### src/rtl/dtw_pkg.sv
// Shared types and defaults for the DTW reference-memory controller.
// Latency: none, declarations only.
// Backpressure: not applicable.
package dtw_pkg;

   typedef enum logic [1:0] {
      IDLE = 2'd0,
      LOAD = 2'd1,
      SCAN = 2'd2
   } state_t;

   localparam int WIDTH_DEF   = 16;
   localparam int PTR_WID_DEF = 15;
   localparam int CNT_WID     = 16;

endpackage

### src/rtl/dtw_ref_out_reg.sv
// One-entry valid/ready output register carrying a sample plus its last flag.
// Latency: one cycle from load to out_valid.
// Backpressure: in_ready is high when empty or when the held entry is consumed this cycle.
module dtw_ref_out_reg #(
   parameter int width = 16
) (
   input  logic             clk,
   input  logic             rst,
   input  logic             in_valid,
   output logic             in_ready,
   input  logic [width-1:0] in_data,
   input  logic             in_last,
   output logic             out_valid,
   input  logic             out_ready,
   output logic [width-1:0] out_data,
   output logic             out_last
);

   assign in_ready = !out_valid || out_ready;

   // Capture a new entry when there is room; otherwise drain once the held entry is taken.
   always_ff @(posedge clk) begin
      if (rst) begin
         out_valid <= 1'b0;
         out_data  <= '0;
         out_last  <= 1'b0;
      end else if (in_valid && in_ready) begin
         out_valid <= 1'b1;
         out_data  <= in_data;
         out_last  <= in_last;
      end else if (out_ready) begin
         out_valid <= 1'b0;
      end
   end

endmodule

### src/rtl/dtw_ref_mem_ctrl.sv
// Load/scan sequencer for the DTW reference memory; optional scan counter under DTW_REF_CTRL_STATS_EN.
// Latency: load writes in the handshake cycle; first scan sample two cycles after scan_start.
// Backpressure: ld_ready low during a scan; sample stream holds data while sample_ready is low.
module dtw_ref_mem_ctrl
   import dtw_pkg::*;
#(
   parameter int width  = WIDTH_DEF,
   parameter int ptrWid = PTR_WID_DEF
) (
   input  logic               clk,
   input  logic               rst,
   input  logic               ld_valid,
   output logic               ld_ready,
   input  logic [width-1:0]   ld_data,
   input  logic               ld_last,
   input  logic               scan_start,
   output logic               scan_busy,
   output logic               scan_done,
   output logic               sample_valid,
   input  logic               sample_ready,
   output logic [width-1:0]   sample_data,
   output logic               sample_last,
   output logic [ptrWid:0]    ref_len,
   output logic [CNT_WID-1:0] scan_count,
   output logic [ptrWid-1:0]  mem_addrR,
   output logic [ptrWid-1:0]  mem_addrW,
   output logic               mem_wren,
   output logic [width-1:0]   mem_datain,
   input  logic [width-1:0]   mem_dataout
);

   localparam logic [ptrWid:0]   LEN_ONE  = {{ptrWid{1'b0}}, 1'b1};
   localparam logic [ptrWid-1:0] ADDR_ONE = {{(ptrWid-1){1'b0}}, 1'b1};
   localparam logic [ptrWid-1:0] ADDR_MAX = '1;

   state_t            state, state_nxt;
   logic [ptrWid-1:0] wr_ptr, wr_ptr_nxt;
   logic [ptrWid:0]   rd_ptr, rd_ptr_nxt, ref_len_nxt;
   logic              done_nxt;
   logic              ld_acc, ld_end;
   logic              fetch_valid, fetch_ready, fetch;
   logic              sample_acc;

   // Load is accepted whenever no scan owns the memory; the last address closes the load.
   assign ld_ready    = !rst && (state != SCAN);
   assign ld_acc      = ld_valid && ld_ready;
   assign ld_end      = ld_acc && (ld_last || (wr_ptr == ADDR_MAX));
   assign mem_wren    = ld_acc;
   assign mem_addrW   = ld_acc ? wr_ptr : '0;
   assign mem_datain  = ld_acc ? ld_data : '0;

   assign scan_busy   = (state == SCAN);
   assign mem_addrR   = scan_busy ? rd_ptr[ptrWid-1:0] : '0;
   assign fetch_valid = scan_busy && (rd_ptr < ref_len);
   assign fetch       = fetch_valid && fetch_ready;
   assign sample_acc  = sample_valid && sample_ready;

   // Next-state, pointer and length updates; a load beat in IDLE takes priority over scan_start.
   always_comb begin
      state_nxt   = state;
      wr_ptr_nxt  = wr_ptr;
      rd_ptr_nxt  = rd_ptr;
      ref_len_nxt = ref_len;
      done_nxt    = 1'b0;
      case (state)
         IDLE, LOAD: begin
            if (ld_acc) begin
               if (ld_end) begin
                  state_nxt   = IDLE;
                  wr_ptr_nxt  = '0;
                  ref_len_nxt = {1'b0, wr_ptr} + LEN_ONE;
               end else begin
                  state_nxt  = LOAD;
                  wr_ptr_nxt = wr_ptr + ADDR_ONE;
               end
            end else if ((state == IDLE) && scan_start) begin
               if (ref_len == '0) begin
                  done_nxt = 1'b1;
               end else begin
                  state_nxt  = SCAN;
                  rd_ptr_nxt = '0;
               end
            end
         end
         SCAN: begin
            if (fetch) begin
               rd_ptr_nxt = rd_ptr + LEN_ONE;
            end
            if (sample_acc && sample_last) begin
               state_nxt = IDLE;
               done_nxt  = 1'b1;
            end
         end
         default: state_nxt = IDLE;
      endcase
   end

   // State register; reset discards any partial load by clearing ref_len.
   always_ff @(posedge clk) begin
      if (rst) begin
         state     <= IDLE;
         wr_ptr    <= '0;
         rd_ptr    <= '0;
         ref_len   <= '0;
         scan_done <= 1'b0;
      end else begin
         state     <= state_nxt;
         wr_ptr    <= wr_ptr_nxt;
         rd_ptr    <= rd_ptr_nxt;
         ref_len   <= ref_len_nxt;
         scan_done <= done_nxt;
      end
   end

   dtw_ref_out_reg #(
      .width (width)
   ) u_out_reg (
      .clk       (clk),
      .rst       (rst),
      .in_valid  (fetch_valid),
      .in_ready  (fetch_ready),
      .in_data   (mem_dataout),
      .in_last   (rd_ptr == (ref_len - LEN_ONE)),
      .out_valid (sample_valid),
      .out_ready (sample_ready),
      .out_data  (sample_data),
      .out_last  (sample_last)
   );

`ifdef DTW_REF_CTRL_STATS_EN
   localparam logic [CNT_WID-1:0] CNT_ONE = {{(CNT_WID-1){1'b0}}, 1'b1};
   logic [CNT_WID-1:0] scan_cnt;

   // Count completed scans, empty ones included, saturating instead of wrapping.
   always_ff @(posedge clk) begin
      if (rst) begin
         scan_cnt <= '0;
      end else if (done_nxt && (scan_cnt != '1)) begin
         scan_cnt <= scan_cnt + CNT_ONE;
      end
   end

   assign scan_count = scan_cnt;
`else
   assign scan_count = '0;
`endif

endmodule

### config.mk
export PLATFORM = sky130hd
export DESIGN_NAME = dtw_ref_mem_ctrl
export DESIGN_NICKNAME = d
export VERILOG_FILES = /design/src/rtl/dtw_pkg.sv /design/src/rtl/dtw_ref_out_reg.sv /design/src/rtl/dtw_ref_mem_ctrl.sv
export SDC_FILE = /design/constraint.sdc
export NUM_CORES = 1
export LEC_CHECK = 0
export CORE_MARGIN = 2
export CORE_UTILIZATION = 58
export DETAILED_ROUTE_END_ITERATION = 7
export DONT_BUFFER_PORTS = 1
export MAX_ROUTING_LAYER = met4
export PLACE_DENSITY = 0.85
export SKIP_CTS_REPAIR_TIMING = 1
export SYNTH_ARGS = -nofsm -noshare
export SYNTH_HDL_FRONTEND = slang
export SYNTH_HIERARCHICAL = 1
export SYNTH_SLANG_ARGS = --single-unit
### constraint.sdc
create_clock -name clk -period 2.4 [get_ports clk]
set_input_delay 0.48 -clock clk [delete_from_list [all_inputs] [get_ports clk]]
set_output_delay 0.48 -clock clk [all_outputs]
set_load 0.05 [all_outputs]
## Word-level counts from Yosys, hierarchy flattened

Cells that the tools add are included.
Widths: inputs -> output; s select.

| operators by class | value |
|---|---|
| add/sub/neg operators | 4 |
| multiply operators | 0 |
| divide/modulo/power cells | 0 |
| order comparisons | 1 |
| eq/ne operators | 12 |
| shifts and indexed selects | 0 |
| multiplexer cells | 22 |
| bitwise operators | 0 |
| reductions and logical operators | 21 |

Operators with widths:

| kind | count |
|---|---|
| $mux 16 | 5 |
| $mux 15 | 3 |
| $pmux 16 s2 | 1 |
| $add 15x1->16 const B | 1 |
| $add 16x1->16 const B | 1 |
| $eq 16x16->1 | 1 |
| $logic_not 16->1 | 1 |
| $lt 16x16->1 | 1 |
| $sub 16x1->16 const B | 1 |
| $add 15x1->15 const B | 1 |
| $eq 15x15->1 const B | 1 |
| $logic_and 1x1->1 | 8 |
| $mux 2 | 4 |
| $ne 2x2->1 const B | 4 |
| $mux 1 | 7 |
| $ne 3x3->1 const B | 2 |
| $reduce_and 3->1 | 2 |
| $reduce_and 5->1 | 1 |
| $ne 2x1->1 const B | 2 |
| $pmux 2 s2 | 1 |
| $reduce_bool 2->1 | 2 |
| $eq 2x1->1 const B | 1 |
| $eq 2x2->1 const B | 1 |
| $logic_not 1->1 | 2 |
| other kinds (5) | 6 |

| storage, ports and cells | value |
|---|---|
| register bits after elaboration | 68 |
| bits in latches | 0 |
| bits in writable memories | 0 |
| memory bits (read-only) | 0 |
| bits of input ports | 38 |
| output and inout port bits | 100 |
| logic and storage cells | 68 |
| memories | 0 |

## Logic depth before layout (Yosys ltp)

Gate-level depths: netlist of run 1.

| depth | value |
|---|---|
| depth in word-level cells | 7 |
| gate-level depth with buffers | 10 |
| mapped depth without buffers | 10 |

## Modules after synthesis

Netlist of run 1, hierarchy kept.

Modules (own cells, without submodules):

| module | instances | cells an instance | area each (µm²) |
|---|---|---|---|
| dtw_ref_mem_ctrl | 1 | 497 | 3883.7 |
| dtw_ref_out_reg | 1 | 82 | 834.6 |

## Worst setup path before layout of run 1

OpenSTA, ideal clock, no wires.

| path | value |
|---|---|
| path type | flip-flop to flip-flop |
| start point | reg ref_len[12] |
| end point | reg u_out_reg.out_data[14] |
| library setup time | 0.070 ns |
| arrival | 2.562 ns |
| setup slack | -0.232 ns |
| cell stages (with the launch flop) | 11 |
| path buffers | 3 |
| clock period less this slack | 2.632 ns |
| path through | dfxtp_1 > clkbuf_1 > inv_1 > ha_1 > nand4_1 > a2111o_1 > and4_1 > buf_4 > buf_2 > a21bo_2 > a21oi_1 |

| between the ends | value |
|---|---|
| word-level cells in the longest chain between the ends | 3 |

Ends and longest elaborated chain:

| what | RTL line | text |
|---|---|---|
| start: declaration | dtw_ref_mem_ctrl.sv:23 | `output logic [ptrWid:0] ref_len,` |
| start signal: assignment | dtw_ref_mem_ctrl.sv:110 | `ref_len <= ref_len_nxt;` |
| $lt 16x16->1 | dtw_ref_mem_ctrl.sv:54 | `assign fetch_valid = scan_busy && (rd_ptr < ref_len);` |
| $logic_and 1x1->1 | dtw_ref_mem_ctrl.sv:54 |  |
| via fetch_valid | dtw_ref_mem_ctrl.sv:41 | `logic fetch_valid, fetch_ready, fetch;` |
| $logic_and 1x1->1 | dtw_ref_out_reg.sv:27 | `end else if (in_valid && in_ready) begin` |
| end signal: assignment | dtw_ref_out_reg.sv:29 | `out_data <= in_data;` |
| end: declaration | dtw_ref_out_reg.sv:15 | `output logic [width-1:0] out_data,` |

The timed path passes the listed nets, and every way through them passes these cells.
A chain may end at the register's enable or synchronous reset.

## Final worst setup path of run 1

| path | value |
|---|---|
| start point | reg ref_len[1] |
| end point | reg u_out_reg.out_last |

| between the ends | value |
|---|---|
| word-level cells in the longest chain between the ends | 3 |
| elaborated cells on any way between the ends | 5 |
| those cells by class | add/sub: 1; order compare: 1; eq/ne: 1; reduce/logical: 2 |

Ends and longest elaborated chain:

| what | RTL line | text |
|---|---|---|
| branches (longest 3 deep; another with $sub 16x1->16) | -- |  |
| end signal: assignment | dtw_ref_out_reg.sv:30 | `out_last <= in_last;` |
| end: declaration | dtw_ref_out_reg.sv:16 | `output logic out_last` |

Several ways; the timed one is not identified.

==> impl_metrics.xml, run 1 <==
<?xml version="1.0" encoding="UTF-8"?>
<metrics>
  <group name="sta">
    <metric name="report.final.setup_viol" unit="">1</metric>
    <metric name="timing.final.ws_setup" unit="ns">-0.0451</metric>
    <metric name="worst-slew-pin-transition" unit="ns">0.643</metric>
    <metric name="fmax" unit="GHz">0.409</metric>
    <metric name="relSlewSlack" unit="">0.571</metric>
    <metric name="final_hold_viol_count" unit="">0</metric>
    <metric name="maxSlewViolCount" unit="">0</metric>
    <metric name="period_share" unit="">1.02</metric>
    <metric name="worst_clock_skew" unit="ns">0.0103</metric>
    <metric name="rsz0062_at_grt" unit="">true</metric>
    <metric name="post-route-min-period" unit="ns">2.45</metric>
  </group>
  <group name="cells_and_area">
    <metric name="layout.cells.most_common_list" unit="">sky130_fd_sc_hd__buf_4 (68), sky130_fd_sc_hd__dfxtp_1 (54), sky130_fd_sc_hd__and2_1 (42)</metric>
    <metric name="layout.cells.most_common" unit="">sky130_fd_sc_hd__buf_4</metric>
    <metric name="drive_above_1_share" unit="">0.265</metric>
    <metric name="final.fill_count" unit="">509</metric>
    <metric name="synthToLayoutAreaGrowth" unit="%">27.7</metric>
    <metric name="final_nets" unit="">709</metric>
    <metric name="antennaDiodeCount" unit="">0</metric>
  </group>
  <group name="detailed_routing">
    <metric name="wire_length_on_met3" unit="µm">1280</metric>
    <metric name="drt.antenna.violating_nets" unit="">0</metric>
    <metric name="wl_per_cell" unit="µm">18.2</metric>
    <metric name="number_of_drc_markers_after_the_initial_detailed_route_iteration" unit="">580</metric>
    <metric name="dr_wl_met2" unit="µm">6810</metric>
    <metric name="detailedRoute.firstPassIterationCount" unit="">6</metric>
    <metric name="dr_total_vias" unit="">4709</metric>
    <metric name="detail_route.wirelength.met1" unit="µm">5240</metric>
    <metric name="top_layer_used" unit="">met4</metric>
    <metric name="drcViolationCount" unit="">0</metric>
    <metric name="via_per_inst" unit="">6.21</metric>
    <metric name="route.final.wire_length" unit="µm">13800</metric>
  </group>
  <group name="clock_tree">
    <metric name="cts_max_level" unit="">3</metric>
    <metric name="worstSkewPairLatency" unit="ns">0.35</metric>
    <metric name="worst_case_clock_buffer_depth" unit="">2</metric>
    <metric name="number_of_buffers_created_by_cts" unit="">9</metric>
    <metric name="cts.reportedPaths.clkPinSlew" unit="ns">0.08</metric>
    <metric name="tritoncts" unit="">built</metric>
    <metric name="clock-sinks" unit="">68</metric>
    <metric name="root_buffer_cell" unit="">sky130_fd_sc_hd__clkbuf_8</metric>
  </group>
  <group name="power">
    <metric name="total_leakage_power" unit="nW">2.31</metric>
    <metric name="largest_voltage_drop_on_the_vdd_net" unit="V">0.000280</metric>
    <metric name="p_per_area" unit="nW/µm²">524</metric>
    <metric name="power" unit="mW">3.16</metric>
  </group>
  <group name="global_route">
    <metric name="grt-ovfl-total" unit="">0</metric>
    <metric name="grt_pass1_vias" unit="">4336</metric>
    <metric name="grt_pass1_wl" unit="µm">20800</metric>
    <metric name="grt_usage" unit="">0.305</metric>
    <metric name="grt_antenna_before_repair" unit="">0</metric>
    <metric name="grt_start_max_net_pins" unit="">74</metric>
  </group>
  <group name="status">
    <metric name="violations" unit="">negative setup slack</metric>
    <metric name="status" unit="">finished, violations left</metric>
  </group>
  <group name="worst_setup_path">
    <metric name="startpoint_class" unit="">flop</metric>
    <metric name="endpoint_kind" unit="">flop</metric>
    <metric name="crit_path_max_fanout" unit="">6</metric>
    <metric name="arrival" unit="ns">2.73</metric>
    <metric name="required" unit="ns">2.68</metric>
    <metric name="path_class" unit="">reg2reg</metric>
  </group>
  <group name="logic_synthesis">
    <metric name="ys.flop_type" unit="">sky130_fd_sc_hd__dfxtp_1</metric>
    <metric name="syn_area" unit="µm²">4720</metric>
    <metric name="postSynth.asyncResetShare" unit="">0</metric>
    <metric name="postSynthCellCount" unit="">579</metric>
    <metric name="post_synth.cell_area_avg" unit="µm²">8.15</metric>
    <metric name="synth_cell_types" unit="">69</metric>
    <metric name="synth_edf_count" unit="">0</metric>
    <metric name="synth-warning-count" unit="">6</metric>
    <metric name="ys_ff_latch" unit="">68</metric>
    <metric name="yosysSeqAreaShare" unit="">0.289</metric>
  </group>
  <group name="floorplanning">
    <metric name="die_x" unit="µm">94.2</metric>
    <metric name="die-area" unit="µm²">8870</metric>
    <metric name="initial_utilization" unit="">0.604</metric>
    <metric name="placeableCoreArea" unit="µm²">7810</metric>
    <metric name="row_count" unit="">32</metric>
    <metric name="floorplan.io_pins" unit="">138</metric>
    <metric name="chipHeight" unit="µm">94.2</metric>
  </group>
  <group name="hold_path">
    <metric name="hold_class" unit="">in2reg</metric>
  </group>
  <group name="place">
    <metric name="place.port_buffers" unit="">0</metric>
    <metric name="place.gp.congestion" unit="">0.888</metric>
    <metric name="post-place-ws" unit="ns">-0.0931</metric>
    <metric name="dpl.hpwl" unit="µm">9710</metric>
  </group>
  <group name="job">
    <metric name="max-cap-violations" unit="">0</metric>
  </group>
</metrics>
state kept, by name, summed over array words and instances (netlist names):
| name | cells |
|---|---|
| u_out_reg/out_data | 16 |
| rd_ptr | 16 |
| u_out_reg/out_valid | 1 |
| ref_len | 16 |
| u_out_reg/out_last | 1 |
| scan_done | 1 |
| state | 2 |
| wr_ptr | 15 |
worst paths after layout:
path / endpoint / slack [ns] / from / cells past startpoint
worst max-delay path: u_out_reg/out_last$_SDFFE_PP0P_ / -0.05 / ref_len[1]$_SDFFE_PP0P_ / 10
worst min-delay path: u_out_reg/out_data[0]$_SDFFE_PP0P_ / 0.18 / rst / 1
worst max register to register: u_out_reg/out_last$_SDFFE_PP0P_ / -0.05 / ref_len[1]$_SDFFE_PP0P_ / 10
worst min register to register: wr_ptr[5]$_SDFFE_PP0P_ / 0.51 / wr_ptr[5]$_SDFFE_PP0P_ / 2
report_power, final:
part	internal, mW	total (mW)	switching (mW)
Combinational	0.328	0.894	0.565
Sequential	1.17	1.29	0.115
Clock	0.529	0.976	0.447
Total	2.03	3.16	1.13
routing by layer:
metal	track usage	vias to the layer above
met2	0.506	315
met1	0.365	2134
met3	0.0690	56
li1	-	2204
met5	-	-
met4	0.105	0
critical path: stages (launching register included):
cell and delay (ns):
sky130_fd_sc_hd__dfxtp_2 0.34, sky130_fd_sc_hd__inv_1 0.10, sky130_fd_sc_hd__ha_2 0.23, sky130_fd_sc_hd__and2b_1 0.18
sky130_fd_sc_hd__buf_4 0.15, sky130_fd_sc_hd__nand4_4 0.13, sky130_fd_sc_hd__o41ai_1 0.36, sky130_fd_sc_hd__o21ai_0 0.24
sky130_fd_sc_hd__nor4_2 0.37, sky130_fd_sc_hd__nand3_1 0.13, sky130_fd_sc_hd__a21oi_1 0.14
metrics by stage:
| step | utilization | setup TNS [ns] | hold WS, ns | cell area, µm² | cells |
|---|---|---|---|---|---|
| 4_1_cts | 0.763 | -0.0897 | 0.169 | 5960 | 757 |
| 6_report | 0.772 | -0.0451 | 0.179 | 6030 | 758 |
| 2_1_floorplan | - | -0.00550 | 0.466 | 4790 | 594 |
| 3_5_place_dp | 0.737 | -0.0931 | 0.496 | 5760 | 742 |
| 3_3_place_gp | 0.737 | 0 | 0.478 | 5760 | 742 |
| 5_1_grt | 0.772 | -0.111 | 0.163 | 6030 | 758 |
kinds of logic after synthesis:
group / Yosys count / share of synthesized area
AND/OR/NAND/NOR: 228 / 0.280
AO/OA/AOI/OAI: 149 / 0.224
buffers and inverters: 77 / 0.0859
flip-flops: 68 / 0.289
XOR/XNOR: 29 / 0.0538
adder cells (fa/ha/maj): 19 / 0.0504
multiplexers: 8 / 0.0172
other: 1 / 0.000795
cells in the mapped netlist, drive strengths merged (2+ instances only):
master / number / area, µm²
nor2: 42 / 165
nand3: 38 / 195
nor4: 6 / 43.8
inv: 23 / 86.3
a211oi: 14 / 105
nand2: 26 / 100
o31a: 2 / 17.5
nor2b: 7 / 43.8
o31ai: 11 / 82.6
nor3b: 9 / 77.6
nand2b: 4 / 32.5
ha: 19 / 238
a22oi: 3 / 22.5
nor3: 13 / 92.6
or4: 4 / 30.0
buf: 32 / 235
nand4: 10 / 77.6
mux2i: 7 / 70.1
and2: 43 / 269
a32oi: 9 / 78.8
dfxtp: 68 / 1360
and3: 5 / 31.3
o21ai: 22 / 110
a21o: 3 / 22.5
clkbuf: 22 / 83.8
xor2: 10 / 87.6
o211ai: 2 / 15.0
a31oi: 4 / 25.0
a21bo: 17 / 170
a22o: 4 / 35.0
nand3b: 7 / 52.6
and4: 2 / 17.5
a21oi: 47 / 280
nor4b: 2 / 17.5
or3: 5 / 31.3
xnor2: 19 / 166
o22ai: 3 / 18.8
area by class of cell:
type | count | area, µm² | share of cell area
Inverter | 23 | 86.3 | 0.0143
Timing Repair Buffer | 101 | 1160 | 0.193
Tap cell | 102 | 128 | 0.0212
Clock buffer | 11 | 151 | 0.0251
Clock inverter | 4 | 48.8 | 0.00810
Sequential cell | 68 | 1380 | 0.229
Multi-Input combinational cell | 449 | 3070 | 0.510
(Power assumes the default switching activity.)
==> run 2, diff against run 1 <==
--- a/config.mk
+++ b/config.mk
@@ -6,11 +6,12 @@
 export NUM_CORES = 1
 export LEC_CHECK = 0
 export CORE_MARGIN = 2
-export CORE_UTILIZATION = 58
+export CORE_UTILIZATION = 60
+export CTS_BUF_LIST = sky130_fd_sc_hd__clkbuf_4 sky130_fd_sc_hd__clkbuf_8
 export DETAILED_ROUTE_END_ITERATION = 7
 export DONT_BUFFER_PORTS = 1
 export MAX_ROUTING_LAYER = met4
-export PLACE_DENSITY = 0.85
+export PLACE_DENSITY = 0.88
 export SKIP_CTS_REPAIR_TIMING = 1
 export SYNTH_ARGS = -nofsm -noshare
 export SYNTH_HDL_FRONTEND = slang
==> run 2 against run 1 <==
The run now ends clean; final cell count up 0.40%; maximum frequency up 3.2%; sequential share of layout area up 0.091 points; clock power down 12%; first-iteration DRC count down 11%; routed wire length up 4.5%; total power down 4.1%; global-route usage up 2.7 points; flip-flop and latch count unchanged; sequential power about the same; worst hold slack better by 0.0036 ns; via count up 1.7%; critical endpoint unchanged.
==> impl_metrics.xml, run 2 (same netlist as run 1, synthesis figures left out) <==
<?xml version="1.0" encoding="UTF-8"?>
<metrics>
  <group name="worst_setup_path">
    <metric name="endpoint_kind" unit="">flop</metric>
    <metric name="critical_path.n_buffers_inverters" unit="">1</metric>
    <metric name="worst_path_max_delay_cell" unit="">sky130_fd_sc_hd__a2111oi_1</metric>
    <metric name="worst_r2r_endpoint" unit="">u_out_reg/out_last$_SDFFE_PP0P_</metric>
    <metric name="timing.reg2reg.setup_slack" unit="ns">0.03</metric>
    <metric name="required" unit="ns">2.69</metric>
    <metric name="startpoint_class" unit="">flop</metric>
    <metric name="critical_path.top_delay_family" unit="">compound AO/OA/AOI/OAI gates</metric>
    <metric name="crit_path_max_fanout" unit="">4</metric>
    <metric name="arrival" unit="ns">2.66</metric>
    <metric name="peak_per_stage_delay_on_the_critical_path" unit="ns">0.39</metric>
    <metric name="worstPathCellList" unit="">inv_1 &gt; ha_4 &gt; xnor2_1 &gt; a2111oi_1 &gt; o2111ai_1 &gt; a211o_1 &gt; nor4_1 &gt; nand3_1 &gt; a21oi_1</metric>
    <metric name="regToRegStartpoint" unit="">ref_len[0]$_SDFFE_PP0P_</metric>
    <metric name="r2r.worst_path.cells" unit="">9</metric>
    <metric name="path_class" unit="">reg2reg</metric>
  </group>
  <group name="detailed_routing">
    <metric name="wl_per_cell" unit="µm">18.9</metric>
    <metric name="drt.antenna.violating_nets" unit="">0</metric>
    <metric name="drcViolationCount" unit="">0</metric>
    <metric name="via_per_inst" unit="">6.29</metric>
    <metric name="route.final.wire_length" unit="µm">14400</metric>
    <metric name="detailedRoute.firstPassIterationCount" unit="">7</metric>
    <metric name="number_of_drc_markers_after_the_initial_detailed_route_iteration" unit="">518</metric>
    <metric name="dr_total_vias" unit="">4789</metric>
  </group>
  <group name="clock_tree">
    <metric name="worst_case_clock_buffer_depth" unit="">2</metric>
    <metric name="tritoncts" unit="">built</metric>
    <metric name="cts_max_level" unit="">3</metric>
    <metric name="root_buffer_cell" unit="">sky130_fd_sc_hd__clkbuf_8</metric>
    <metric name="clock-sinks" unit="">68</metric>
    <metric name="number_of_buffers_created_by_cts" unit="">9</metric>
    <metric name="worstSkewPairLatency" unit="ns">0.36</metric>
    <metric name="cts.reportedPaths.clkPinSlew" unit="ns">0.08</metric>
  </group>
  <group name="sta">
    <metric name="relSlewSlack" unit="">0.569</metric>
    <metric name="maxSlewViolCount" unit="">0</metric>
    <metric name="worst-slew-pin-transition" unit="ns">0.644</metric>
    <metric name="fmax" unit="GHz">0.422</metric>
    <metric name="period_share" unit="">0.987</metric>
    <metric name="final_hold_viol_count" unit="">0</metric>
    <metric name="rsz0062_at_grt" unit="">true</metric>
    <metric name="post-route-min-period" unit="ns">2.37</metric>
    <metric name="worst_clock_skew" unit="ns">0.0118</metric>
    <metric name="report.final.setup_viol" unit="">0</metric>
  </group>
  <group name="global_route">
    <metric name="grt_start_max_net_pins" unit="">74</metric>
    <metric name="grt_usage" unit="">0.332</metric>
    <metric name="grt_pass1_vias" unit="">4713</metric>
    <metric name="grt_pass1_wl" unit="µm">22200</metric>
    <metric name="grt-ovfl-total" unit="">0</metric>
    <metric name="grt_antenna_before_repair" unit="">0</metric>
  </group>
  <group name="hold_path">
    <metric name="hold_start" unit="">rst</metric>
    <metric name="hold_class" unit="">in2reg</metric>
    <metric name="hold_path_depth" unit="">1</metric>
    <metric name="whs_endpoint" unit="">u_out_reg/out_data[0]$_SDFFE_PP0P_</metric>
  </group>
  <group name="floorplanning">
    <metric name="initial_utilization" unit="">0.614</metric>
    <metric name="die_x" unit="µm">92.7</metric>
    <metric name="die-area" unit="µm²">8590</metric>
    <metric name="placeableCoreArea" unit="µm²">7690</metric>
    <metric name="floorplan.io_pins" unit="">138</metric>
    <metric name="row_count" unit="">32</metric>
    <metric name="chipHeight" unit="µm">92.7</metric>
  </group>
  <group name="place">
    <metric name="dpl.hpwl" unit="µm">10200</metric>
    <metric name="placement.cell_area" unit="µm²">5760</metric>
    <metric name="place.detailed.instances" unit="">743</metric>
    <metric name="place.port_buffers" unit="">0</metric>
    <metric name="place.gp.congestion" unit="">0.937</metric>
  </group>
  <group name="cells_and_area">
    <metric name="drive_above_1_share" unit="">0.261</metric>
    <metric name="final_nets" unit="">712</metric>
    <metric name="fin_area" unit="µm²">6000</metric>
    <metric name="synthToLayoutAreaGrowth" unit="%">27.2</metric>
    <metric name="reg_top3" unit="">rd_ptr: 16 flops, ref_len: 16 flops, u_out_reg/out_data: 16 flops</metric>
    <metric name="layout.cells.most_common" unit="">sky130_fd_sc_hd__buf_4</metric>
    <metric name="stdcell_count" unit="">761</metric>
    <metric name="layout.cells.most_common_list" unit="">sky130_fd_sc_hd__buf_4 (71), sky130_fd_sc_hd__dfxtp_1 (54), sky130_fd_sc_hd__and2_1 (42)</metric>
    <metric name="final.fill_count" unit="">512</metric>
    <metric name="antennaDiodeCount" unit="">0</metric>
  </group>
  <group name="power">
    <metric name="netSwitchingPower" unit="mW">1.12</metric>
    <metric name="p_int" unit="mW">1.91</metric>
    <metric name="power.share.clock" unit="">0.283</metric>
    <metric name="total_leakage_power" unit="nW">2.31</metric>
    <metric name="seq_power_share" unit="">0.427</metric>
    <metric name="combinationalPowerShare" unit="">0.290</metric>
    <metric name="p_sw_frac" unit="">0.371</metric>
    <metric name="p_per_area" unit="nW/µm²">505</metric>
    <metric name="largest_voltage_drop_on_the_vdd_net" unit="V">0.000256</metric>
  </group>
  <group name="status">
    <metric name="status" unit="">complete, no violations</metric>
  </group>
  <group name="job">
    <metric name="max-cap-violations" unit="">0</metric>
  </group>
</metrics>
==> run 2: worst max path at each step <==
stage,startpoint,end,cells after the start
3_5_place_dp,ref_len[0]$_SDFFE_PP0P_,u_out_reg/out_last$_SDFFE_PP0P_,10
6_report,ref_len[0]$_SDFFE_PP0P_,u_out_reg/out_last$_SDFFE_PP0P_,9
3_3_place_gp,wr_ptr[0]$_SDFFE_PP0P_,wr_ptr[4]$_SDFFE_PP0P_,8
4_1_cts,ref_len[0]$_SDFFE_PP0P_,u_out_reg/out_last$_SDFFE_PP0P_,10
2_1_floorplan,ref_len[12]$_SDFFE_PP0P_,u_out_reg/out_data[14]$_SDFFE_PP0P_,10
5_1_grt,ref_len[1]$_SDFFE_PP0P_,u_out_reg/out_last$_SDFFE_PP0P_,9
==> run 2: final cells by class <==
cell class / count / area [µm²] / area share
multi-input combinational: 449 / 3040 / 0.507
sequential: 68 / 1380 / 0.230
timing repair buffer: 104 / 1190 / 0.199
clock buffer: 11 / 145 / 0.0242
tap: 102 / 128 / 0.0213
inverter: 23 / 86.3 / 0.0144
clock inverter: 4 / 26.3 / 0.00438
==> run 2: through the flow <==
stage               worst slack, ns  hold slack, ns  power (mW)   util  setup TNS [ns]
finish                       0.0311           0.182        3.03  0.781               0
global route                -0.0557           0.174        3.13  0.781         -0.0557
CTS                         -0.0258           0.169        2.99  0.772         -0.0258
detailed placement         -0.00139           0.495        2.15  0.750        -0.00139
global placement              0.195           0.485        2.11  0.750               0
floorplan                  -0.00550           0.466        1.95      -        -0.00550
==> run 2: power groups by stage <==
stage | combinational, mW | sequential, mW | clock (mW)
6_report | 0.878 | 1.29 | 0.858
5_1_grt | 0.926 | 1.30 | 0.904
4_1_cts | 0.845 | 1.29 | 0.860
3_5_place_dp | 0.837 | 1.32 | 0
3_3_place_gp | 0.803 | 1.31 | 0
2_1_floorplan | 0.585 | 1.36 | 0
==> run 2: layer usage <==
layer	GRT usage	vias up	share of wire
li1	-	2201	-
met1	0.368	2200	0.36
met2	0.573	319	0.50
met3	0.0716	69	0.096
met4	0.153	0	0.038
met5	-	-	0
